[config.mk]
export PLATFORM = sky130hd
export DESIGN_NAME = pwm_mask_sequencer_flat
export DESIGN_NICKNAME = d
export VERILOG_FILES = /design/src/rtl/pwm_mask_pkg.sv /design/src/rtl/pwm_mask_sequencer_if.sv /design/src/rtl/pwm_mask_blank_cnt.sv /design/src/rtl/pwm_mask_sequencer.sv /design/src/flat_wrapper.sv
export SDC_FILE = /design/constraint.sdc
export NUM_CORES = 1
export LEC_CHECK = 0
export BUFFER_PORTS_ARGS = -buffer_cell sky130_fd_sc_hd__buf_2
export CAP_MARGIN = 5
export CORE_UTILIZATION = 30
export CTS_CLUSTER_DIAMETER = 60
export DETAILED_ROUTE_END_ITERATION = 10
export GPL_TIMING_DRIVEN = 0
export PLACE_DENSITY_LB_ADDON = 0.15
export SLEW_MARGIN = 0
export SYNTH_ARGS = -nofsm -noshare
export SYNTH_HDL_FRONTEND = slang
export SYNTH_SLANG_ARGS = --single-unit
[constraint.sdc]
create_clock -name clk -period 2.5 [get_ports clk]
set_clock_uncertainty 0.2 [all_clocks]
set_input_delay 0.5 -clock clk [delete_from_list [all_inputs] [get_ports clk]]
set_output_delay 0.5 -clock clk [all_outputs]
set_load 0.01 [all_outputs]
[src/rtl/pwm_mask_pkg.sv]
// Shared types and default widths for the PWM mask sequencer.
package pwm_mask_pkg;

    localparam int unsigned MASK_W_DEF = 32;
    localparam int unsigned CNT_W_DEF  = 4;

    typedef enum logic [1:0] {
        IDLE      = 2'd0,
        WAIT_EDGE = 2'd1,
        BLANK     = 2'd2,
        FAULT     = 2'd3
    } seq_state_e;

endpackage

[src/rtl/pwm_mask_sequencer_if.sv]
// Software mask-update request channel (valid/ready with mask payload).
interface pwm_mask_sequencer_if
    import pwm_mask_pkg::*;
#(
    parameter int unsigned MASK_W = MASK_W_DEF
) ();

    logic              req_valid;
    logic [MASK_W-1:0] req_mask;
    logic              req_ready;

    modport master (output req_valid, output req_mask, input  req_ready);
    modport slave  (input  req_valid, input  req_mask, output req_ready);

endinterface

[src/rtl/pwm_mask_blank_cnt.sv]
// Break-before-make period counter: load, decrement on carrier tick, flag last period.
module pwm_mask_blank_cnt
    import pwm_mask_pkg::*;
#(
    parameter int unsigned CNT_W = CNT_W_DEF
) (
    input  logic             clk,
    input  logic             rst,
    input  logic             clr,
    input  logic             load,
    input  logic [CNT_W-1:0] load_val,
    input  logic             dec,
    output logic             term_c
);

    logic [CNT_W-1:0] cnt_q;

    always_ff @(posedge clk) begin
        if (rst || clr) begin
            cnt_q <= '0;
        end else if (load) begin
            cnt_q <= load_val;
        end else if (dec && (cnt_q != '0)) begin
            cnt_q <= cnt_q - CNT_W'(1);
        end
    end

    assign term_c = (cnt_q == CNT_W'(1));

endmodule

[src/rtl/pwm_mask_sequencer.sv]
// Applies software PWM mask updates on carrier boundaries with optional
// break-before-make blanking; a level fault forces the mask off immediately.
module pwm_mask_sequencer
    import pwm_mask_pkg::*;
#(
    parameter int unsigned MASK_W = MASK_W_DEF,
    parameter int unsigned CNT_W  = CNT_W_DEF
) (
    input  logic                 clk,
    input  logic                 rst,
    input  logic                 ce,
    pwm_mask_sequencer_if.slave  req,
    input  logic                 period_tick,
    input  logic [CNT_W-1:0]     blank_periods,
    input  logic                 fault,
    input  logic                 fault_clr,
    output logic [MASK_W-1:0]    mask_out,
    output logic                 busy,
    output logic                 fault_active,
    output logic                 apply_pulse
);

    seq_state_e        state_q, state_d;
    logic [MASK_W-1:0] mask_q, mask_d;
    logic [MASK_W-1:0] pending_q, pending_d;
    logic              apply_q, apply_d;
    logic              cnt_clr, cnt_load, cnt_dec, cnt_term_c;

    pwm_mask_blank_cnt #(.CNT_W(CNT_W)) u_blank_cnt (
        .clk      (clk),
        .rst      (rst),
        .clr      (cnt_clr),
        .load     (cnt_load),
        .load_val (blank_periods),
        .dec      (cnt_dec),
        .term_c   (cnt_term_c)
    );

    always_ff @(posedge clk) begin
        if (rst) begin
            state_q   <= IDLE;
            mask_q    <= '0;
            pending_q <= '0;
            apply_q   <= 1'b0;
        end else begin
            state_q   <= state_d;
            mask_q    <= mask_d;
            pending_q <= pending_d;
            apply_q   <= apply_d;
        end
    end

    // Fault bypasses ce and every other request; everything else waits on ce.
    always_comb begin
        state_d   = state_q;
        mask_d    = mask_q;
        pending_d = pending_q;
        apply_d   = 1'b0;
        cnt_clr   = 1'b0;
        cnt_load  = 1'b0;
        cnt_dec   = 1'b0;
        if (fault) begin
            state_d   = FAULT;
            mask_d    = '0;
            pending_d = '0;
            cnt_clr   = 1'b1;
        end else begin
            unique case (state_q)
                IDLE: begin
                    if (ce && req.req_valid) begin
                        pending_d = req.req_mask;
                        state_d   = WAIT_EDGE;
                    end
                end
                WAIT_EDGE: begin
                    if (ce && period_tick) begin
                        if (blank_periods == '0) begin
                            mask_d  = pending_q;
                            apply_d = 1'b1;
                            state_d = IDLE;
                        end else begin
                            // Drop leaving bits now, hold arriving bits back.
                            mask_d   = mask_q & pending_q;
                            cnt_load = 1'b1;
                            state_d  = BLANK;
                        end
                    end
                end
                BLANK: begin
                    if (ce && period_tick) begin
                        cnt_dec = 1'b1;
                        if (cnt_term_c) begin
                            mask_d  = pending_q;
                            apply_d = 1'b1;
                            state_d = IDLE;
                        end
                    end
                end
                FAULT: begin
                    if (fault_clr) begin
                        mask_d  = '0;
                        state_d = IDLE;
                    end
                end
                default: state_d = IDLE;
            endcase
        end
    end

    assign req.req_ready = (state_q == IDLE) && ce && !fault;
    assign mask_out      = mask_q;
    assign apply_pulse   = apply_q;
    assign busy          = (state_q == WAIT_EDGE) || (state_q == BLANK);
    assign fault_active  = (state_q == FAULT);

endmodule

[src/flat_wrapper.sv]
// flat-port wrapper written by rule: the top's interface ports become plain ports
module pwm_mask_sequencer_flat import pwm_mask_pkg::*;
#(
    parameter int unsigned MASK_W = MASK_W_DEF,
    parameter int unsigned CNT_W  = CNT_W_DEF
)
  (clk, rst, ce, period_tick, blank_periods, fault, fault_clr, mask_out, busy, fault_active, apply_pulse, req_req_valid, req_req_mask, req_req_ready);
  pwm_mask_sequencer_if #(.MASK_W(MASK_W)) req_i ();
  input  logic clk;
  input  logic rst;
  input  logic ce;
  input  logic period_tick;
  input  logic [CNT_W-1:0] blank_periods;
  input  logic fault;
  input  logic fault_clr;
  output logic [MASK_W-1:0] mask_out;
  output logic busy;
  output logic fault_active;
  output logic apply_pulse;
  input wire logic [$bits(req_i.req_valid)-1:0] req_req_valid;
  input wire logic [$bits(req_i.req_mask)-1:0] req_req_mask;
  output wire logic [$bits(req_i.req_ready)-1:0] req_req_ready;
  assign req_i.req_valid = req_req_valid;
  assign req_i.req_mask = req_req_mask;
  assign req_req_ready = req_i.req_ready;
  pwm_mask_sequencer #(.MASK_W(MASK_W), .CNT_W(CNT_W)) u_core (.clk(clk), .rst(rst), .ce(ce), .req(req_i), .period_tick(period_tick), .blank_periods(blank_periods), .fault(fault), .fault_clr(fault_clr), .mask_out(mask_out), .busy(busy), .fault_active(fault_active), .apply_pulse(apply_pulse));
endmodule
Yosys cells after proc, flatten, opt, wreduce, memory -nomap -nowiden. Cells that the tools add are included.

Register bits: 71. Bits in latches: 0. RAM bits: 0. ROM bits: 0. Bits of input ports: 43. Output and inout bits: 36. Word-level logic and storage cells: 66. Memories: 0.

Add/sub/neg operators: 1. Multiply operators: 0. Divide/modulo/power cells: 0. Magnitude comparators: 0. Equality and inequality tests: 13. Shift-type cells: 0. Mux-type cells: 29. Bitwise logic cells: 1. Reductions and logical operators: 17.

Operators by type and width (count): two-way mux 32 bit (5); one-hot mux 32 bit (3 select lines) (1); AND 32 bit (1); two-way mux 2 bit (7); two-way mux 1 bit (12); inequality test 3 x 2 -> 1 bit, second input constant (4); AND reduction 5 bit (2); two-way mux 4 bit (2); one-hot mux 2 bit (4 select lines) (1); inequality test 2 x 1 -> 1 bit, second input constant (3); logical AND 1 bit (5); == test 2 bit, second input constant (2); == test 4 x 1 -> 1 bit, second input constant (1); logical NOT 4 bit (1); nonzero test 4 bit (1); subtractor 4 x 1 -> 4 bit, second input constant (1); inequality test 3 bit, second input constant (1); nonzero test 3 bit (1); == test 2 x 1 -> 1 bit, second input constant (1); logical NOT 2 bit (1); logical OR 1 bit (2); inequality test 2 bit, second input constant (1); one-hot mux 1 bit (2 select lines) (1); AND reduction 2 bit (1); 3 further kinds (3).

Longest topological paths before layout. Gate-level depths: netlist (run 1).

Depth in word-level cells: 7. Gate-level depth with buffers: 8. Gate-level depth less buffers: 6.

Modules after synthesis. Synthesis (run 1) repeated with hierarchy kept, for this count alone.

Cell total of the unflattened synthesis: 321. Area total of the unflattened synthesis: 3004.1 um2.

Modules (own cells, without submodules): pwm_mask_sequencer (instances 1, cells each 287, area each 2726.4 um2, sequential area each 1341.3 um2); pwm_mask_blank_cnt (instances 1, cells each 34, area each 277.8 um2, sequential area each 80.1 um2).

Worst setup path before layout (run 1). Ideal clock, no wire load.

Path type: input to register. Start point: input blank_periods[2]. End point: register u_core.mask_q[10] (netlist: u_core.mask_out[10]). Library setup time: 0.087 ns. Arrival time: 1.757 ns. Path slack: 0.456 ns. Cell stages on the path: 5. Buffers on the path: 1. Cells stage by stage: or4_4 o22ai_2 nand3b_4 buf_6 a221oi_2.

Word-level cells in the longest chain between the ends: 4.

Ends and longest elaborated chain: from (decl) (line flat_wrapper.sv:13) `input logic [CNT_W-1:0] blank_periods;`; logical NOT 4 bit (line pwm_mask_sequencer.sv:77) `if (blank_periods == '0) begin`; two-way mux 32 bit (line pwm_mask_sequencer.sv:77); two-way mux 32 bit (line pwm_mask_sequencer.sv:76) `if (ce && period_tick) begin`; one-hot mux 32 bit (3 select lines) (line pwm_mask_sequencer.sv:68) `unique case (state_q)`; to (signal assigned) (line pwm_mask_sequencer.sv:47) `mask_q <= mask_d;`; to (decl) (line pwm_mask_sequencer.sv:24) `logic [MASK_W-1:0] mask_q, mask_d;`.

Every way passes these cells. The select of a mux whose other input is x is not followed. A chain may end at the register's enable or synchronous reset.

Worst setup path in the final report (run 1).
Start point: register u_core.u_blank_cnt.cnt_q[0]. End point: register u_core.mask_q[10] (netlist: u_core.mask_out[10]).

Word-level cells in the longest chain between the ends: 3.

Ends and longest elaborated chain: from (decl) (line pwm_mask_blank_cnt.sv:16) `logic [CNT_W-1:0] cnt_q;`; from (signal assigned) (line pwm_mask_blank_cnt.sv:22) `cnt_q <= load_val;`; from (signal assigned) (line pwm_mask_blank_cnt.sv:24) `cnt_q <= cnt_q - CNT_W'(1);`; == test 4 x 1 -> 1 bit (line pwm_mask_blank_cnt.sv:28) `assign term_c = (cnt_q == CNT_W'(1));`; inequality test 2 x 1 -> 1 bit (no line); AND reduction 5 bit (no line).

Every way passes these cells.

==> impl_results.md, run 1 <==
- Cell taking the most area after synthesis: dfxtp_1
- Clk slew on worst S/H paths: 0.08 ns
- Post-synthesis register bit count: 71
- Number of fill cells in the layout: 1,074
- Crit-path max FO: 10
- Post-synth net total: 401
- Final hold violations: 0
- Hold Buf Count CTS: 0
- FMAX: 462 MHz
- Vias in the first global route: 2,455
- Critical Path Start Type: register
- Mapped Cells: 351
- Final instance area: 3830 um^2
- Place WS: 0.157 ns
- Setup TNS: 0 ns
- I/O Pins: 79
- Measured slew at the worst slew-check pin: 0.737 ns
- Max incr delay on CP: 0.50 ns
- Netlist cell types: 36
- CTS buffer count: 9
- Power Total: 2.26 mW
- Run status: finished, final reports clean
- 1st-pass router iterations: 4
- Die Wd: 104 um
- Gr usage total: 14.3%
- Required @ worst endpoint: 2.48 ns
- Vias: 2,611
- # rows: 36
- Slew Limit Fails: 0
- Placed cell areas: 3670 um^2
- Cell Pwr Density: 590 nW/um^2
- Clk root buf: clkbuf_8
- Detail Placement HPWL: 5370 um
- Unrepaired setup endpoints after global routing: no
- Crit-path leading delay family: compound AO/OA/AOI/OAI gates
- Post-synth top area share: 45.6%
- Starting density of the core: 31.4%
- DR WL/cell: 12.9 um
- CP bufs+invs: 3
- Slew Limit Headroom: 50.8%
- Vias/cell: 4.53
- Iter 0 DRT Violations: 58
- CTS Sinks: 71
- Crit path cell chain: ha_1, inv_1, o41ai_2, and3b_1, buf_2, buf_4, a221oi_2
- TritonCTS clock tree: yes
- CTS max path bufs: 2
- Core area: 9910 um^2
- Buffers on Ports: 78
- Maximum VDD drop: 0.184 mV
- Post-CTS Setup Bufs: 0
- Register area share after synthesis: 45.6%
- Area grow syn2layout: 22.9%
- Crit-path slowest cell: o41ai_2
- Max-Cap Viols: 0
- Die height: 104 um
- Routed WL: 7420 um
- # diodes: 0
- Crit share post-route: 86.6%
- Final worst path period need: 2.16 ns
- Die footprint: 10,800 um^2
- Final setup fails: 0
- Initial antenna violation count: 0
- H-Tree Level Count: 3
- Post-Syn Area per Cell: 8.87 um^2
- DRC viols: 0
- Crit Path Category: register to register
- Static leakage: 1.37 nW
- Share of layout cells above drive strength 1: 30.4%
- Mapped Area: 3110 um^2
- Routed Antenna Nets: 0
- Pin count of the biggest net entering global routing: 12
- Global-route wire length before repair: 12,100 um
- Kind of end point of the critical path: register
- GP Congestion: 0.708
- Post-layout util: 38.6%
- Grt total ovfl: 0
- Synth area leaders: dfxtp_1 (46%), a221oi_2 (14%), nand2_1 (12%)
- Total Nets Final: 490
- Synth warnings: 0
- Clock latency on the worst-skew pair: 0.33 ns
- Worst hold path type: input pin to register
- Setup ws final: 0.336 ns
- CP arrival: 2.14 ns
- Post-CTS resize count: 0
[state kept, by name, indices dropped and copies added (netlist names)]
register	cells
u_core.mask_out	32
u_core.state_q	2
u_core.apply_pulse	1
u_core.pending_q	32
u_core.u_blank_cnt.cnt_q	4
[cells by family (layout without fill, tap and decap cells)]
| logic type | after synthesis | after routing | share of synthesized area, % |
|---|---|---|---|
| buffers and inverters | 62 | 155 | 8.60 |
| DFF | 71 | 71 | 45.6 |
| xor gates and xnor gates | 1 | 1 | 0.281 |
| adders and majority gates | 7 | 7 | 2.81 |
| AOI/OAI and AO/OA | 81 | 81 | 24.3 |
| and+or+nand+nor | 126 | 126 | 17.4 |
| muxes | 3 | 3 | 1.00 |
[power by group]
group | switching, mW | internal (mW) | leakage (nW)
registers | 0.0126 | 1.15 | 0.573
logic | 0.215 | 0.114 | 0.713
clock network | 0.413 | 0.352 | 0.0829
total | 0.641 | 1.62 | 1.37
[worst reg2reg max path: stages (launching register included)]
cell and delay, ns:
dfxtp_1 0.39, ha_1 0.19, inv_1 0.05, o41ai_2 0.50, and3b_1 0.22, buf_2 0.16
buf_4 0.23, a221oi_2 0.08
[metrics by stage]
stage          hold slack [ns]  std cells
3_3_place_gp             0.242        562
2_1_floorplan            0.237        351
6_report                 0.191        577
5_1_grt                  0.180        577
3_5_place_dp             0.247        562
4_1_cts                  0.175        577
[per-layer routing]
layer | up-vias | part of all wire (%) | global-route usage [%]
met3 | 11 | 3.8 | 3.01
met4 | 0 | 1.8 | 6.63
met2 | 55 | 47 | 23.2
met1 | 1186 | 47 | 18.2
met5 | - | 0 | 0
li1 | 1359 | - | -
[area by class of cell]
type | instances | area (um^2) | area share (%)
clock buffers | 11 | 131 | 3.43
plain buffers | 24 | 125 | 3.27
multi-input cells | 218 | 1430 | 37.2
repair buffers | 78 | 390 | 10.2
well taps | 133 | 166 | 4.35
flip-flops and latches | 71 | 1420 | 37.1
clock inverters | 4 | 23.8 | 0.621
inverters | 38 | 143 | 3.73
[cells in the mapped netlist (all sizes together)]
cell / number
a21oi: 38
a221oi: 32
a311o: 1
a311oi: 2
and2: 2
and3: 2
and3b: 1
buf: 7
clkbuf: 17
dfxtp: 71
ha: 7
inv: 38
mux2: 1
mux2i: 2
nand2: 103
nand2b: 1
nand3b: 1
nand4: 1
nand4b: 1
nand4bb: 1
nor2: 7
nor2b: 3
nor4: 1
o21ai: 3
o22ai: 2
o31ai: 1
o41ai: 2
or2: 1
or4: 1
xnor2: 1
[cell usage in the layout (no fill, tap or decap), types with 3 or more instances in the layout]
| cell type | synthesis | layout |
|---|---|---|
| a21oi_1 | 37 | 37 |
| clkbuf_8 | 0 | 9 |
| o21ai_0 | 3 | 3 |
| dfxtp_1 | 71 | 71 |
| ha_1 | 7 | 7 |
| a221oi_2 | 30 | 30 |
| buf_2 | 1 | 79 |
| nor2_1 | 7 | 7 |
| nor2b_1 | 3 | 3 |
| buf_6 | 3 | 3 |
| clkinv_2 | 0 | 3 |
| inv_1 | 38 | 38 |
| buf_4 | 3 | 3 |
| nand2_1 | 103 | 103 |
| clkbuf_1 | 17 | 19 |
[path summary, 6_finish.rpt]
kind,start,end,slack [ns],cells past startpoint
hold reg to reg,u_core.pending_q[16],u_core.pending_q[16],0.25,2
setup reg to reg,u_core.u_blank_cnt.cnt_q[0],u_core.mask_out[10],0.34,7
hold / removal,req_req_mask[4],u_core.pending_q[4],0.19,3
setup / recovery,u_core.u_blank_cnt.cnt_q[0],u_core.mask_out[10],0.34,7
Power figures use the tool's default switching activity.
==> run 2: changes to the inputs <==
- SYNTH_HIERARCHICAL: unset -> 1
==> run 2 against run 1 <==
  * Clock power about the same
  * First-iteration DRC count decreased by 29%
  * Count of clock-buffer cells in the layout increased by 1
  * Critical path depth decreased by 1
  * Global-route usage decreased by 0.42 points
  * Sequential share of layout area increased by 1.0 points
  * Synthesized area decreased by 3.5%
  * Combinational power increased by 6.4%
  * Register-to-register slack got worse by 0.12 ns
  * Design area decreased by 2.7%
  * Critical path type unchanged
  * Largest cell class is now registers
  * Largest power group unchanged
==> impl_results.md, run 2 <==
- Post-synth top area share: 47.3%
- Post-synthesis register bit count: 71
- Register area: 1420 um^2
- TritonCTS clock tree: yes
- Global-route wire length before repair: 10,800 um
- Post-synth net total: 371
- Clk root buf: clkbuf_8
- CTS max path bufs: 2
- Setup ws final: 0.220 ns
- GP Congestion: 0.794
- Die height: 102 um
- Area grow syn2layout: 23.9%
- Buffers on Ports: 78
- Share of layout cells above drive strength 1: 32.5%
- DR WL/cell: 12.6 um
- Post-CTS resize count: 0
- Vias/cell: 4.51
- Detail Placement HPWL: 4810 um
- # diodes: 0
- Final instance area: 3720 um^2
- Clk slew on worst S/H paths: 0.07 ns
- Critical Path Start Type: register
- Final Non-Filler Cells: 548
- Routed WL: 6900 um
- Pin count of the biggest net entering global routing: 12
- Post-Syn Area per Cell: 9.36 um^2
- Synth warnings: 6
- Clock latency on the worst-skew pair: 0.33 ns
- Most frequent cells in the layout: nand2_1 (99), buf_2 (84), dfxtp_1 (71), a21oi_1 (34), a2bb2oi_2 (30)
- Register area share after synthesis: 47.3%
- # rows: 36
- Final setup fails: 0
- Setup TNS: 0 ns
- Placed cell areas: 3560 um^2
- Worst hold path type: input pin to register
- Gr usage total: 13.9%
- Static leakage: 1.44 nW
- Netlist cell types: 39
- Crit Path Category: register to register
- Cell taking the most area after synthesis: dfxtp_1
- Crit-path max FO: 10
- Vias: 2,472
- Synth area leaders: dfxtp_1 (47%), a2bb2oi_2 (15%), nand2_1 (12%)
- H-Tree Level Count: 3
- Unrepaired setup endpoints after global routing: no
- Slew Limit Headroom: 50.3%
- Number of fill cells in the layout: 1,049
- Vias in the first global route: 2,282
- Grt total ovfl: 0
- Cell Pwr Density: 619 nW/um^2
- Kind of end point of the critical path: register
- Final worst path period need: 2.28 ns
- Main synth FF type: dfxtp_1
- Core area: 9730 um^2
- Slew Limit Fails: 0
- Final hold violations: 0
- Measured slew at the worst slew-check pin: 0.740 ns
- Max-Cap Viols: 0
- Hold Buf Count CTS: 0
- Iter 0 DRT Violations: 41
- Commonest cells in the netlist: nand2_1 (99), dfxtp_1 (71), a21oi_1 (34), a2bb2oi_2 (30), clkbuf_1 (12)
- Die footprint: 10,400 um^2
- Required @ worst endpoint: 2.52 ns
- Post-CTS Setup Bufs: 0
- Count of flip-flops with a built-in enable after synthesis: 0
- CTS Sinks: 71
- FMAX: 439 MHz
- Place WS: 0.0661 ns
- DRC viols: 0
- Initial antenna violation count: 0
- Run status: finished, final reports clean
- Mapped Area: 3000 um^2
- Most common cell after layout, fill and taps aside: nand2_1
- Die Wd: 102 um
- Multi-input gate area: 1400 um^2
- FFs w/ async S/R, synth: 0%
- I/O Pins: 79
- CP arrival: 2.30 ns
- CTS buffer count: 9
- Maximum VDD drop: 0.222 mV
- Crit share post-route: 91.2%
- Total Nets Final: 460
- Most common cell in the synthesized netlist: nand2_1
- 1st-pass router iterations: 4
- Routed Antenna Nets: 0
- Starting density of the core: 30.9%
- Mapped Cells: 321
- Placed cells: 532
-- run 2: cell types whose count changed in the layout (fill, tap and decap cells not counted), sizes merged, moves of 3 or more --
cell / delta
a21oi: -4
a221oi: -32
a2bb2oi: +32
buf: +3
clkbuf: -4
inv: -28
nand2: -4
nand3: +3
nor2b: -3
nor3: +5
o21ai: +3
-- run 2: area by class of cell --
type | count | share of cell area [%]
Inverter | 10 | 1.01
Sequential cell | 71 | 38.2
Buffer | 22 | 3.93
Clock buffer | 12 | 3.63
Multi-Input combinational cell | 218 | 37.7
Timing Repair Buffer | 78 | 10.5
Clock inverter | 4 | 0.605
Tap cell | 133 | 4.47
-- run 2: cells by family (layout without fill, tap and decap cells) --
kind of cell | after synthesis | count (layout) | share of synthesized area (%)
compound gates | 84 | 84 | 25.4
flops | 71 | 71 | 47.3
simple gates | 127 | 127 | 18.2
fa+ha+maj | 7 | 7 | 2.92
buf+inv | 32 | 126 | 6.12
-- run 2: worst paths after layout --
| path | from | to | slack [ns] | depth (start not counted) |
|---|---|---|---|---|
| worst max-delay path | u_core/u_blank_cnt/cnt_q[0] | u_core/mask_out[17] | 0.22 | 6 |
| worst min-delay path | rst | u_core/state_q[0] | 0.18 | 2 |
| worst max register to register | u_core/u_blank_cnt/cnt_q[0] | u_core/mask_out[17] | 0.22 | 6 |
| worst min register to register | u_core/pending_q[7] | u_core/mask_out[7] | 0.25 | 2 |
-- run 2: worst max-delay path, cell delays in order, from the launching register on --
cell and delay (ns):
dfxtp_1 0.42, ha_1 0.18, nor3b_1 0.28, o221ai_1 0.31, o21bai_2 0.32, buf_2 0.36, a2bb2oi_2 0.10
-- run 2: routing by layer --
layer  share of wire (%)  up-vias  GRT usage, %
li1                    -     1278             -
met5                   0        -             0
met2                  49       57          23.4
met4                 1.8        0          6.04
met1                  45     1126          16.3
met3                 4.5       11          4.24
-- run 2: metrics by stage --
| step | hold slack, ns | power (mW) | utilization [%] |
|---|---|---|---|
| 3_3_place_gp | 0.242 | 1.57 | 36.6 |
| 3_5_place_dp | 0.247 | 1.57 | 36.6 |
| 6_report | 0.176 | 2.31 | 38.3 |
| 5_1_grt | 0.159 | 2.45 | 38.3 |
| 4_1_cts | 0.161 | 2.36 | 38.2 |
| 2_1_floorplan | 0.231 | 1.45 | - |
-- run 2: power breakdown --
| part | switching [mW] | internal (mW) | total, mW |
|---|---|---|---|
| Clock | 0.409 | 0.356 | 0.765 |
| Combinational | 0.180 | 0.170 | 0.350 |
| Sequential | 0.0232 | 1.17 | 1.19 |
| Total | 0.612 | 1.69 | 2.31 |
